**src/rtl/synth_ctrl_pkg.sv**
```systemverilog
// Shared definitions for the synth control bus: register map, master FSM states, event record.
package synth_ctrl_pkg;

    localparam int unsigned ADSR_BASE_ADDR  = 16;
    localparam int unsigned KEY_BASE_ADDR   = 32;
    localparam int unsigned FREQ_BASE_ADDR  = 40;
    localparam int unsigned AMP_BASE_ADDR   = 48;
    localparam int unsigned SHAPE_BASE_ADDR = 56;

    typedef logic [2:0] state_t;

    localparam state_t ST_IDLE    = 3'd0;
    localparam state_t ST_ALLOC   = 3'd1;
    localparam state_t ST_KOFF    = 3'd2;
    localparam state_t ST_FREQ    = 3'd3;
    localparam state_t ST_AMP     = 3'd4;
    localparam state_t ST_KON     = 3'd5;
    localparam state_t ST_ALLOFF  = 3'd6;

    typedef struct packed {
        logic       on;
        logic [6:0] note;
        logic [6:0] vel;
    } evt_t;

    function automatic logic [5:0] word_addr(input int unsigned base, input int unsigned idx);
        word_addr = 6'(base + idx);
    endfunction

endpackage

```
**src/rtl/voice_alloc.sv**
```systemverilog
// Voice table (gate + note per voice, round-robin steal pointer) with the priority searches
// used to pick a voice for an incoming event and to walk held voices during all-off.
module voice_alloc
    import synth_ctrl_pkg::*;
#(
    parameter int unsigned NUM_VOICES = 4,
    parameter int unsigned VW         = (NUM_VOICES > 1) ? $clog2(NUM_VOICES) : 1
) (
    input  logic                  clk,
    input  logic                  reset,
    input  logic                  query_on,
    input  logic [6:0]            query_note,
    output logic [VW-1:0]         voice,
    output logic                  steal,
    output logic                  match,
    output logic                  none,
    input  logic                  steal_adv,
    input  logic                  kon_done,
    input  logic                  koff_done,
    input  logic [VW-1:0]         done_voice,
    input  logic [6:0]            done_note,
    output logic [NUM_VOICES-1:0] held,
    output logic [VW-1:0]         low_held,
    output logic                  any_held
);

    localparam logic [VW-1:0] LAST_VOICE = VW'(NUM_VOICES - 1);

    logic [NUM_VOICES-1:0] held_q;
    logic [6:0]            note_q [NUM_VOICES];
    logic [VW-1:0]         steal_ptr_q;

    logic [VW-1:0] match_idx;
    logic [VW-1:0] free_idx;
    logic          match_hit;
    logic          free_hit;

    always_ff @(posedge clk) begin
        if (reset) begin
            held_q      <= '0;
            steal_ptr_q <= '0;
            for (int i = 0; i < NUM_VOICES; i++) begin
                note_q[i] <= '0;
            end
        end else begin
            if (steal_adv) begin
                steal_ptr_q <= (steal_ptr_q == LAST_VOICE) ? '0 : steal_ptr_q + 1'b1;
            end
            if (koff_done) begin
                held_q[done_voice] <= 1'b0;
            end
            if (kon_done) begin
                held_q[done_voice] <= 1'b1;
                note_q[done_voice] <= done_note;
            end
        end
    end

    // Descending scans so the lowest matching index is the one left standing.
    always_comb begin
        match_idx = '0;
        match_hit = 1'b0;
        free_idx  = '0;
        free_hit  = 1'b0;
        low_held  = '0;
        any_held  = 1'b0;
        for (int i = NUM_VOICES - 1; i >= 0; i--) begin
            if (held_q[i] && note_q[i] == query_note) begin
                match_hit = 1'b1;
                match_idx = VW'(i);
            end
            if (!held_q[i]) begin
                free_hit = 1'b1;
                free_idx = VW'(i);
            end
            if (held_q[i]) begin
                any_held = 1'b1;
                low_held = VW'(i);
            end
        end
    end

    always_comb begin
        voice = '0;
        steal = 1'b0;
        match = 1'b0;
        none  = 1'b0;
        if (match_hit) begin
            voice = match_idx;
            match = 1'b1;
        end else if (!query_on) begin
            none = 1'b1;
        end else if (free_hit) begin
            voice = free_idx;
        end else begin
            voice = steal_ptr_q;
            steal = 1'b1;
        end
    end

    assign held = held_q;

endmodule

```
**src/rtl/note_event_avm_master.sv**
```systemverilog
// Avalon-MM write master turning note-on/off events into KEY/FREQ/AMP register writes,
// one voice per held note, with round-robin stealing and a latched all-notes-off.
module note_event_avm_master
    import synth_ctrl_pkg::*;
#(
    parameter int unsigned NUM_VOICES = 4,
    parameter int unsigned KEY_BASE   = KEY_BASE_ADDR,
    parameter int unsigned FREQ_BASE  = FREQ_BASE_ADDR,
    parameter int unsigned AMP_BASE   = AMP_BASE_ADDR
) (
    input  logic                  CLK,
    input  logic                  RESET,
    input  logic                  EVT_VALID,
    output logic                  EVT_READY,
    input  logic                  EVT_ON,
    input  logic [6:0]            EVT_NOTE,
    input  logic [6:0]            EVT_VEL,
    input  logic                  ALL_OFF,
    output logic [5:0]            AVM_ADDR,
    output logic                  AVM_WRITE,
    output logic                  AVM_CS,
    output logic [3:0]            AVM_BYTE_EN,
    output logic [31:0]           AVM_WRITEDATA,
    input  logic                  AVM_WAITREQUEST,
    output logic [NUM_VOICES-1:0] VOICE_HELD
);

    localparam int unsigned VW = (NUM_VOICES > 1) ? $clog2(NUM_VOICES) : 1;

    state_t        state_q, state_d;
    evt_t          evt_q, evt_d;
    logic [VW-1:0] voice_q, voice_d;
    logic          alloff_q, alloff_d;

    logic [VW-1:0] alloc_voice;
    logic          alloc_steal;
    logic          alloc_match;
    logic          alloc_none;
    logic          steal_adv;
    logic          kon_done;
    logic          koff_done;
    logic [VW-1:0] done_voice;
    logic [VW-1:0] low_held;
    logic          any_held;
    logic          wr_done;

    voice_alloc #(
        .NUM_VOICES (NUM_VOICES),
        .VW         (VW)
    ) u_voice_alloc (
        .clk        (CLK),
        .reset      (RESET),
        .query_on   (evt_q.on),
        .query_note (evt_q.note),
        .voice      (alloc_voice),
        .steal      (alloc_steal),
        .match      (alloc_match),
        .none       (alloc_none),
        .steal_adv  (steal_adv),
        .kon_done   (kon_done),
        .koff_done  (koff_done),
        .done_voice (done_voice),
        .done_note  (evt_q.note),
        .held       (VOICE_HELD),
        .low_held   (low_held),
        .any_held   (any_held)
    );

    assign wr_done    = AVM_WRITE & ~AVM_WAITREQUEST;
    assign done_voice = (state_q == ST_ALLOFF) ? low_held : voice_q;
    assign EVT_READY  = (state_q == ST_IDLE) & ~alloff_q & ~RESET;

    always_comb begin
        state_d   = state_q;
        evt_d     = evt_q;
        voice_d   = voice_q;
        alloff_d  = alloff_q | ALL_OFF;
        steal_adv = 1'b0;
        kon_done  = 1'b0;
        koff_done = 1'b0;
        case (state_q)
            ST_IDLE: begin
                // A pending all-off pre-empts any event offered this cycle.
                if (alloff_q) begin
                    alloff_d = ALL_OFF;
                    state_d  = ST_ALLOFF;
                end else if (EVT_VALID) begin
                    evt_d   = '{on: EVT_ON, note: EVT_NOTE, vel: EVT_VEL};
                    state_d = ST_ALLOC;
                end
            end
            ST_ALLOC: begin
                voice_d = alloc_voice;
                if (alloc_none) begin
                    state_d = ST_IDLE;
                end else if (alloc_steal || (!evt_q.on && alloc_match)) begin
                    steal_adv = alloc_steal;
                    state_d   = ST_KOFF;
                end else begin
                    state_d = ST_FREQ;
                end
            end
            ST_KOFF: begin
                if (wr_done) begin
                    koff_done = 1'b1;
                    state_d   = evt_q.on ? ST_FREQ : ST_IDLE;
                end
            end
            ST_FREQ: if (wr_done) state_d = ST_AMP;
            ST_AMP:  if (wr_done) state_d = ST_KON;
            ST_KON: begin
                if (wr_done) begin
                    kon_done = 1'b1;
                    state_d  = ST_IDLE;
                end
            end
            ST_ALLOFF: begin
                if (!any_held) begin
                    state_d = ST_IDLE;
                end else if (wr_done) begin
                    koff_done = 1'b1;
                end
            end
            default: state_d = ST_IDLE;
        endcase
    end

    always_comb begin
        AVM_WRITE     = 1'b0;
        AVM_ADDR      = '0;
        AVM_WRITEDATA = '0;
        case (state_q)
            ST_KOFF: begin
                AVM_WRITE = 1'b1;
                AVM_ADDR  = word_addr(KEY_BASE, 32'(voice_q));
            end
            ST_FREQ: begin
                AVM_WRITE     = 1'b1;
                AVM_ADDR      = word_addr(FREQ_BASE, 32'(voice_q));
                AVM_WRITEDATA = {25'b0, evt_q.note};
            end
            ST_AMP: begin
                AVM_WRITE     = 1'b1;
                AVM_ADDR      = word_addr(AMP_BASE, 32'(voice_q));
                AVM_WRITEDATA = {16'b0, evt_q.vel, 9'b0};
            end
            ST_KON: begin
                AVM_WRITE     = 1'b1;
                AVM_ADDR      = word_addr(KEY_BASE, 32'(voice_q));
                AVM_WRITEDATA = 32'd1;
            end
            ST_ALLOFF: begin
                if (any_held) begin
                    AVM_WRITE = 1'b1;
                    AVM_ADDR  = word_addr(KEY_BASE, 32'(low_held));
                end
            end
            default: ;
        endcase
    end

    assign AVM_CS      = AVM_WRITE;
    assign AVM_BYTE_EN = 4'hF;

    always_ff @(posedge CLK) begin
        if (RESET) begin
            state_q  <= ST_IDLE;
            evt_q    <= '0;
            voice_q  <= '0;
            alloff_q <= 1'b0;
        end else begin
            state_q  <= state_d;
            evt_q    <= evt_d;
            voice_q  <= voice_d;
            alloff_q <= alloff_d;
        end
    end

endmodule
```
**config.mk**
```make
export PLATFORM = sky130hd
export DESIGN_NAME = note_event_avm_master
export DESIGN_NICKNAME = d
export VERILOG_FILES = /design/src/rtl/synth_ctrl_pkg.sv /design/src/rtl/voice_alloc.sv /design/src/rtl/note_event_avm_master.sv
export SDC_FILE = /design/constraint.sdc
export NUM_CORES = 1
export LEC_CHECK = 0
export BUFFER_PORTS_ARGS = -buffer_cell sky130_fd_sc_hd__clkbuf_2
export CORE_MARGIN = 5
export CORE_UTILIZATION = 50
export CTS_CLUSTER_SIZE = 40
export DETAILED_ROUTE_END_ITERATION = 10
export MAX_ROUTING_LAYER = met4
export PLACE_DENSITY = 0.85
export SYNTH_ARGS = -nofsm -noshare
export SYNTH_HDL_FRONTEND = slang
export SYNTH_SLANG_ARGS = --single-unit
```
**constraint.sdc**
```tcl
create_clock -name CLK -period 2.6 [get_ports CLK]
set_input_delay 0.13 -clock CLK [delete_from_list [all_inputs] [get_ports CLK]]
set_output_delay 0.13 -clock CLK [all_outputs]
set_load 0.01 [all_outputs]
```
==> results of run 1 <==
-- cells by family after synthesis --
group | synth area share (%)
compound gates | 9.926
xor+xnor | 8.649
fa+ha+maj | 0.4118
buf+inv | 11.16
flops | 45.47
mux | 0.6590
other cells | 0.2472
simple gates | 23.48
-- worst min-delay path by stage --
stage                    start        to  slack, ns
finish                 ALL_OFF  alloff_q       0.02
global route        EVT_VEL[5]  evt_q[5]       0.03
CTS                    ALL_OFF  alloff_q       0.01
detailed placement     ALL_OFF  alloff_q       0.34
global placement       ALL_OFF  alloff_q       0.34
floorplan              ALL_OFF  alloff_q       0.25
-- cell type report --
type	count	area, µm²	share of cell area [%]
clock buffers	5	68.82	2.099
clock inverters	3	33.78	1.031
inverters	11	41.29	1.260
multi-input cells	258	1396	42.60
flip-flops and latches	55	1381	42.14
well taps	75	93.84	2.863
repair buffers	50	262.8	8.015
-- placed cells by master (no fill, tap or decap), types with 2 or more instances in the layout --
cell and instances:
a211o_1 2, a21o_1 2, a21oi_1 32, and2_1 7, and3_1 9, buf_4 5
clkbuf_2 45, clkbuf_8 5, conb_1 23, dfxtp_1 27, edfxtp_1 28, inv_1 11
mux2i_1 2, nand2_1 50, nand2b_1 9, nand3_1 7, nand3b_1 3, nand4_1 7
nor2_1 35, nor3_1 5, nor4_1 4, o21ai_0 11, o21bai_1 2, or2_2 4
or3_1 3, xnor2_1 22, xor2_1 8
-- per-stage QoR --
| step | utilization, % | worst slack [ns] | cell area (µm²) |
|---|---|---|---|
| floorplan | - | 0.5865 | 3117 |
| global placement | 53.63 | 0.4966 | 3176 |
| detailed placement | 53.63 | 0.4049 | 3176 |
| CTS | 55.37 | 0.3547 | 3278 |
| global route | 55.37 | 0.2171 | 3278 |
| finish | 55.37 | 0.3446 | 3278 |
-- worst max-delay path, cell delays in order (launching register included) --
cell	delay, ns
dfxtp_1	0.32
nand3b_1	0.27
nor4_1	0.46
a21o_1	0.20
nand2_1	0.09
or2_2	0.30
nand2b_1	0.29
-- per-layer routing --
layer	vias up	global-route usage, %
li1	1184	-
met1	1159	24.54
met2	106	30.41
met3	9	3.104
met4	0	5.439
met5	-	-
-- report_power, final --
part	switching, µW	leakage, µW	internal [µW]	total [µW]
sequential	92.5	0.000509	991	1080
clock	308	0.0000515	203	511
combinational	467	0.000812	293	760
total	867	0.00137	1490	2360
-- state kept, by name (all words and copies together) (netlist names) --
signal                     flops
state_q                        3
u_voice_alloc.note_q          28
alloff_q                       1
evt_q                         15
u_voice_alloc.held             4
voice_q                        2
u_voice_alloc.steal_ptr_q      2
==> summary.txt, run 1 <==
Finish
  – Share of cells above drive strength 1: 17.02%
  – Diodes inserted: 0
  – Layout area overhead: 7.908%
  – FILL cells: 523
  – Final nets: roughly 400
  – Non-Filler Instances: 457

Synth
  – Number of distinct library cells after synthesis: 40
  – Most frequent cell after synthesis: nand2_1
  – Yosys top cell by area: edfxtp_1
  – Flop and latch count out of synthesis: 55
  – Post-synth top flop: edfxtp_1
  – Mapped Area: ~0.003 mm²
  – Top cells by area, synth: edfxtp_1 (28%), dfxtp_1 (18%), buf_4 (6.4%)
  – Synth async-reset ratio: 0%
  – Syn avg cell area: between 8 and 9 µm²
  – Cells after Synth: 346
  – Top cell type's share of synthesized area: between 20 and 30%
  – Seq/Total Area, Yosys: about 45%
  – Yosys warns: 0
  – EDFF count, synth: 28
  – Commonest cells post-synth: nand2_1 (50), nor2_1 (35), a21oi_1 (32)

Timing
  – RSZ-0062 raised after global routing: no
  – Peak Freq: 443.4 MHz
  – Total negative slack: 0 ns
  – Fin. Hold Viols: 0
  – Max-Slew Margin vs Limit: roughly half
  – Worst hold margin: 0.01806 ns
  – Final Max Tran Viols: 0
  – Min Tclk post-route: 2.255 ns
  – Tcrit/Tclk final: 86.75%
  – Final Skew: 0.01175 ns
  – Final setup violation count: 0
  – Measured slew at the worst slew-check pin: 0.7361 ns

CTS
  – Maximum root-to-sink buffer count: 2
  – Number of hold buffers added after CTS: 0
  – TritonCTS Sinks: 55
  – CTS tree: built
  – Setup bufs post-CTS: 0
  – # H-tree levels: 2
  – Root buffer cell: clkbuf_8
  – Reg clk slew, reported paths: 0.10 ns
  – Clk Latency, worst-skew pair: 0.32 ns
  – Num CTS Buffers: 5
  – Resized Gates After CTS: 0

Worst setup path
  – Critical Path RT: ~2.6 ns
  – Critical R2R Capture: u_voice_alloc.note_q[3][4]
  – Worst-case reg-to-reg path depth: 6
  – Crit start category: register
  – Critical Path End: u_voice_alloc.note_q[3][4]
  – Critical Path End Type: register
  – Worst setup path startpoint: state_q[0]
  – CP Max Fanout: 7
  – Reg-to-Reg Start: state_q[0]
  – R2R Setup Slk: 0.34 ns
  – Arrival time worst endpoint: 2.24 ns
  – Crit Path Category: reg2reg

Detailed routing
  – Initial DRC count: 224
  – Wire per inst: around 15 µm
  – Drt drc: 0
  – Met1 Wirelength: between 2000 and 3000 µm
  – Wire length on met3: 500 µm
  – Routed vias: 2,458
  – DR vias/cell: 5.379
  – DR pass1 iterations: 5
  – Routed met2 length: 3500 µm
  – Final WL: 7022 µm
  – Detail Route Antenna Nets: 0
  – Highest Signal Layer: met4

Hold path
  – Hold crit path type: in2reg
  – Hold Crit Depth: 3

Die
  – Initial core utilization: about half
  – DIE AREA: 0.007734 mm²
  – Die width: 87.95 µm
  – # rows: 28
  – Core Region: 0.005921 mm²
  – Boundary pin count: around 70
  – Die span in y: 87.95 µm

Place
  – Post-DP HPWL: 5219 µm
  – Port Buffers: 45
  – DP Cell Count: 449
  – Gpl congestion: 0.9120

Global route
  – First-pass GRT wire length: 10,810 µm
  – Initial antenna violation count: 0
  – Largest net degree at the start of global routing: 34
  – GRT Util Overall: 18.88%
  – Vias in the first global route: 2,195
  – Grt total ovfl: 0

Outcome
  – Status: completed

Power and ir drop
  – Leak: 0.001373 µW
  – Total power: 2355 µW
  – PD cells: roughly 700 mW/mm²
  – Maximum vdd drop: 455.2 µV

Run
  – Max-cap violations: 0
Note: power is estimated with default switching activity, not from simulation.
==> inputs of run 2 (changes only) <==
- ABC_AREA: unset -> 1
- PLACE_DENSITY: 0.85 -> 0.84
- RECOVER_POWER: unset -> 25
- SLEW_MARGIN: unset -> 0
==> run 2 against run 1 <==
  * Utilization down 0.77 points
  * Fmax rose by 10%
  * Final area increased by 5.2%
  * Hold slack better by 0.0082 ns
  * Via count is 17% higher
  * Synthesized area is 6.5% higher
  * Critical path type is now reg2out
  * Largest power group unchanged
==> summary.txt, run 2 <==
Outcome
  – Status: completed

Synth
  – Yosys warns: 0 (unchanged)
  – Number of distinct library cells after synthesis: 33 (-18%)
  – Cells after Synth: 449 (+30%)
  – Flop and latch count out of synthesis: 55 (unchanged)
  – Most frequent cell after synthesis: nand2_1
  – Commonest cells post-synth: nand2_1 (111), nor2_1 (81), inv_1 (45)
  – Post-synth top flop: edfxtp_1
  – Top cell type's share of synthesized area: 25.99% (-1.7 points)
  – Mapped Area: 0.003236 mm² (+6.5%)
  – EDFF count, synth: 28 (unchanged)
  – Seq/Total Area, Yosys: 42.69% (-2.8 points)
  – Syn avg cell area: 7.206 µm² (-18%)
  – Top cells by area, synth: edfxtp_1 (26%), dfxtp_1 (17%), nand2_1 (13%)
  – Yosys top cell by area: edfxtp_1
  – Synth async-reset ratio: 0% (unchanged)

Worst setup path
  – Arrival time worst endpoint: 1.91 ns (-0.33 ns)
  – CP max-delay cell: dfxtp_1
  – CP Max Fanout: 8 (+1)
  – Cell family contributing the most delay on the critical path: buffers and inverters
  – Crit start category: register
  – Critical Path, Cell by Cell: inv_1 -> nor3_1 -> inv_1 -> o21ai_0 -> clkbuf_2
  – Cell mode on critical path: inv_1
  – Max incr delay on CP: 0.47 ns (about the same)
  – Critical Path RT: 2.47 ns (-0.12 ns)
  – Crit Path Category: reg2out
  – Critical Path End Type: output pin
  – Buf+Inv Stages, Crit Path: 3 (+3)

Timing
  – Fin. Hold Viols: 0 (unchanged)
  – Max-Slew Margin vs Limit: 44.64% (-5.8 points)
  – Min Tclk post-route: 2.043 ns (-0.2122 ns)
  – Final worst slack: 0.5569 ns (+0.2122 ns)
  – Final Max Tran Viols: 0 (unchanged)
  – Final Skew: 0.009785 ns (-0.001962 ns)
  – RSZ-0062 raised after global routing: no
  – Total negative slack: 0 ns (unchanged)
  – Measured slew at the worst slew-check pin: 0.8283 ns (+0.09224 ns)
  – Peak Freq: 489.4 MHz (+10%)
  – Final setup violation count: 0 (unchanged)
  – Tcrit/Tclk final: 78.58% (-8.2 points)

Finish
  – Commonest non-fill, non-tap cells in the layout: nand2_1 (111), nor2_1 (88), inv_1 (49), clkbuf_2 (36), edfxtp_1 (28)
  – Layout area overhead: 6.535%
  – FILL cells: 610 (+17%)
  – Max reg flops: 28 (unchanged)
  – Diodes inserted: 0 (unchanged)
  – Non-Filler Instances: 569 (+25%)
  – Most flops, register: u_voice_alloc.note_q
  – Most common cell after layout, fill and taps aside: nand2_1
  – Register area: 0.001381 mm² (unchanged)
  – Final nets: 512 (+27%)
  – Share of cells above drive strength 1: 15.65% (-1.4 points)
  – Multi-input combinational cell area: 0.001394 mm² (-0.18%)

Detailed routing
  – DR vias/cell: 5.042 (-6.3%)
  – Initial DRC count: 252 (+13%)
  – Met1 Wirelength: 3271 µm (+11%)
  – Final WL: 7472 µm (+6.4%)
  – Wire per inst: 13.13 µm (-15%)
  – DR pass1 iterations: 5 (unchanged)
  – Wire length on met3: 557 µm (+11%)
  – Routed vias: 2,869 (+17%)
  – Drt drc: 0 (unchanged)
  – Routed met2 length: 3467 µm (-0.94%)
  – Highest Signal Layer: met4
  – Detail Route Antenna Nets: 0 (unchanged)

Place
  – Post-DP HPWL: 5838 µm (+12%)
  – DP Cell Count: 561 (+25%)
  – Gpl congestion: 0.9092 (-0.31%)
  – Port Buffers: 45 (unchanged)
  – Pre-CTS WS: 0.6321 ns (+0.2271 ns)

Global route
  – Grt total ovfl: 0 (unchanged)
  – First-pass GRT wire length: 12,050 µm (+11%)
  – Vias in the first global route: 2,663 (+21%)
  – Largest net degree at the start of global routing: 31 (-8.8%)
  – Initial antenna violation count: 0 (unchanged)
  – GRT Util Overall: 18.49% (-0.39 points)

Die
  – Die span in y: 90.45 µm (+2.8%)
  – # rows: 29 (+3.6%)
  – Initial core utilization: 51.25% (-0.062 points)
  – DIE AREA: 0.008180 mm² (+5.8%)
  – Boundary pin count: 69 (unchanged)
  – Die width: 90.45 µm (+2.8%)
  – Core Region: 0.006314 mm² (+6.6%)

CTS
  – # H-tree levels: 2 (unchanged)
  – Clk Latency, worst-skew pair: 0.31 ns (about the same)
  – Number of hold buffers added after CTS: 0 (unchanged)
  – Maximum root-to-sink buffer count: 2 (unchanged)
  – Resized Gates After CTS: 0 (unchanged)
  – CTS tree: built
  – Reg clk slew, reported paths: 0.10 ns (about the same)
  – Root buffer cell: clkbuf_8
  – Setup bufs post-CTS: 0 (unchanged)
  – TritonCTS Sinks: 55 (unchanged)
  – Num CTS Buffers: 5 (unchanged)

Hold path
  – Hold crit path type: in2reg

Power and ir drop
  – PD cells: 750.1 mW/mm² (+4.4%)
  – Leak: 0.001552 µW (+13%)
  – Maximum vdd drop: 661.3 µV (+45%)

Run
  – Max-cap violations: 0 (unchanged)
run 2: changes by cell type in the layout (fill, tap and decap cells not counted), sizes merged, moves of 5 or more:
cell / delta
nand2: +64
nor2: +61
inv: +53
o21ai: +23
xnor2: -22
and3: -9
nand2b: -9
and2: -8
xor2: -8
a21oi: -5
run 2: final timing paths:
path / cells past startpoint / start / end / slack (ns)
min reg2reg: 2 / evt_q[0] / evt_q[0] / 0.46
max reg2reg: 8 / state_q[1] / evt_q[6] / 0.61
min: 3 / ALL_OFF / alloff_q / 0.03
max: 5 / state_q[0] / AVM_WRITEDATA[0] / 0.56
run 2: logic make-up after synthesis:
logic type,Yosys count,share of synthesized area [%]
AOI/OAI and AO/OA,65,11.25
and+or+nand+nor,225,30.39
DFF,55,42.69
other,2,0.2321
buffers and inverters,101,15.04
adders and majority gates,1,0.3866
run 2: report_power, final:
group	internal, µW	switching (µW)	total [µW]
logic	275	671	947
clock network	219	275	494
registers	1030	116	1150
total	1520	1060	2590
run 2: layout make-up:
type,instances,share of cell area [%]
multi-input combinational,314,40.44
sequential,55,40.07
tap,77,2.795
clock inverter,1,0.2541
inverter,69,7.514
timing repair buffer,46,6.425
clock buffer,7,2.505
run 2: worst reg2reg max path: stages, from the launching register on:
cell and delay [ns]:
dfxtp_1 0.36, nor2_1 0.12, inv_1 0.09, nor2_1 0.17
inv_2 0.06, nor2_2 0.11, nand2_1 0.49, o21ai_0 0.36
a21oi_1 0.09
run 2: per-layer routing:
layer	vias to the layer above	GRT usage [%]
met5	-	-
met3	17	3.417
met2	124	30.30
met4	0	7.568
li1	1438	-
met1	1290	22.43
run 2: stage by stage:
| stage | utilization [%] | area, µm² | power (µW) | hold WS (ns) |
|---|---|---|---|---|
| 6_report | 54.60 | 3447 | 2586 | 0.02629 |
| 5_1_grt | 54.60 | 3447 | 2754 | 0.04038 |
| 4_1_cts | 55.61 | 3511 | 2629 | 0.02645 |
| 3_5_place_dp | 54.10 | 3416 | 2139 | 0.3499 |
| 3_3_place_gp | 54.10 | 3416 | 2115 | 0.3385 |
| 2_1_floorplan | - | 3314 | 1912 | 0.2474 |
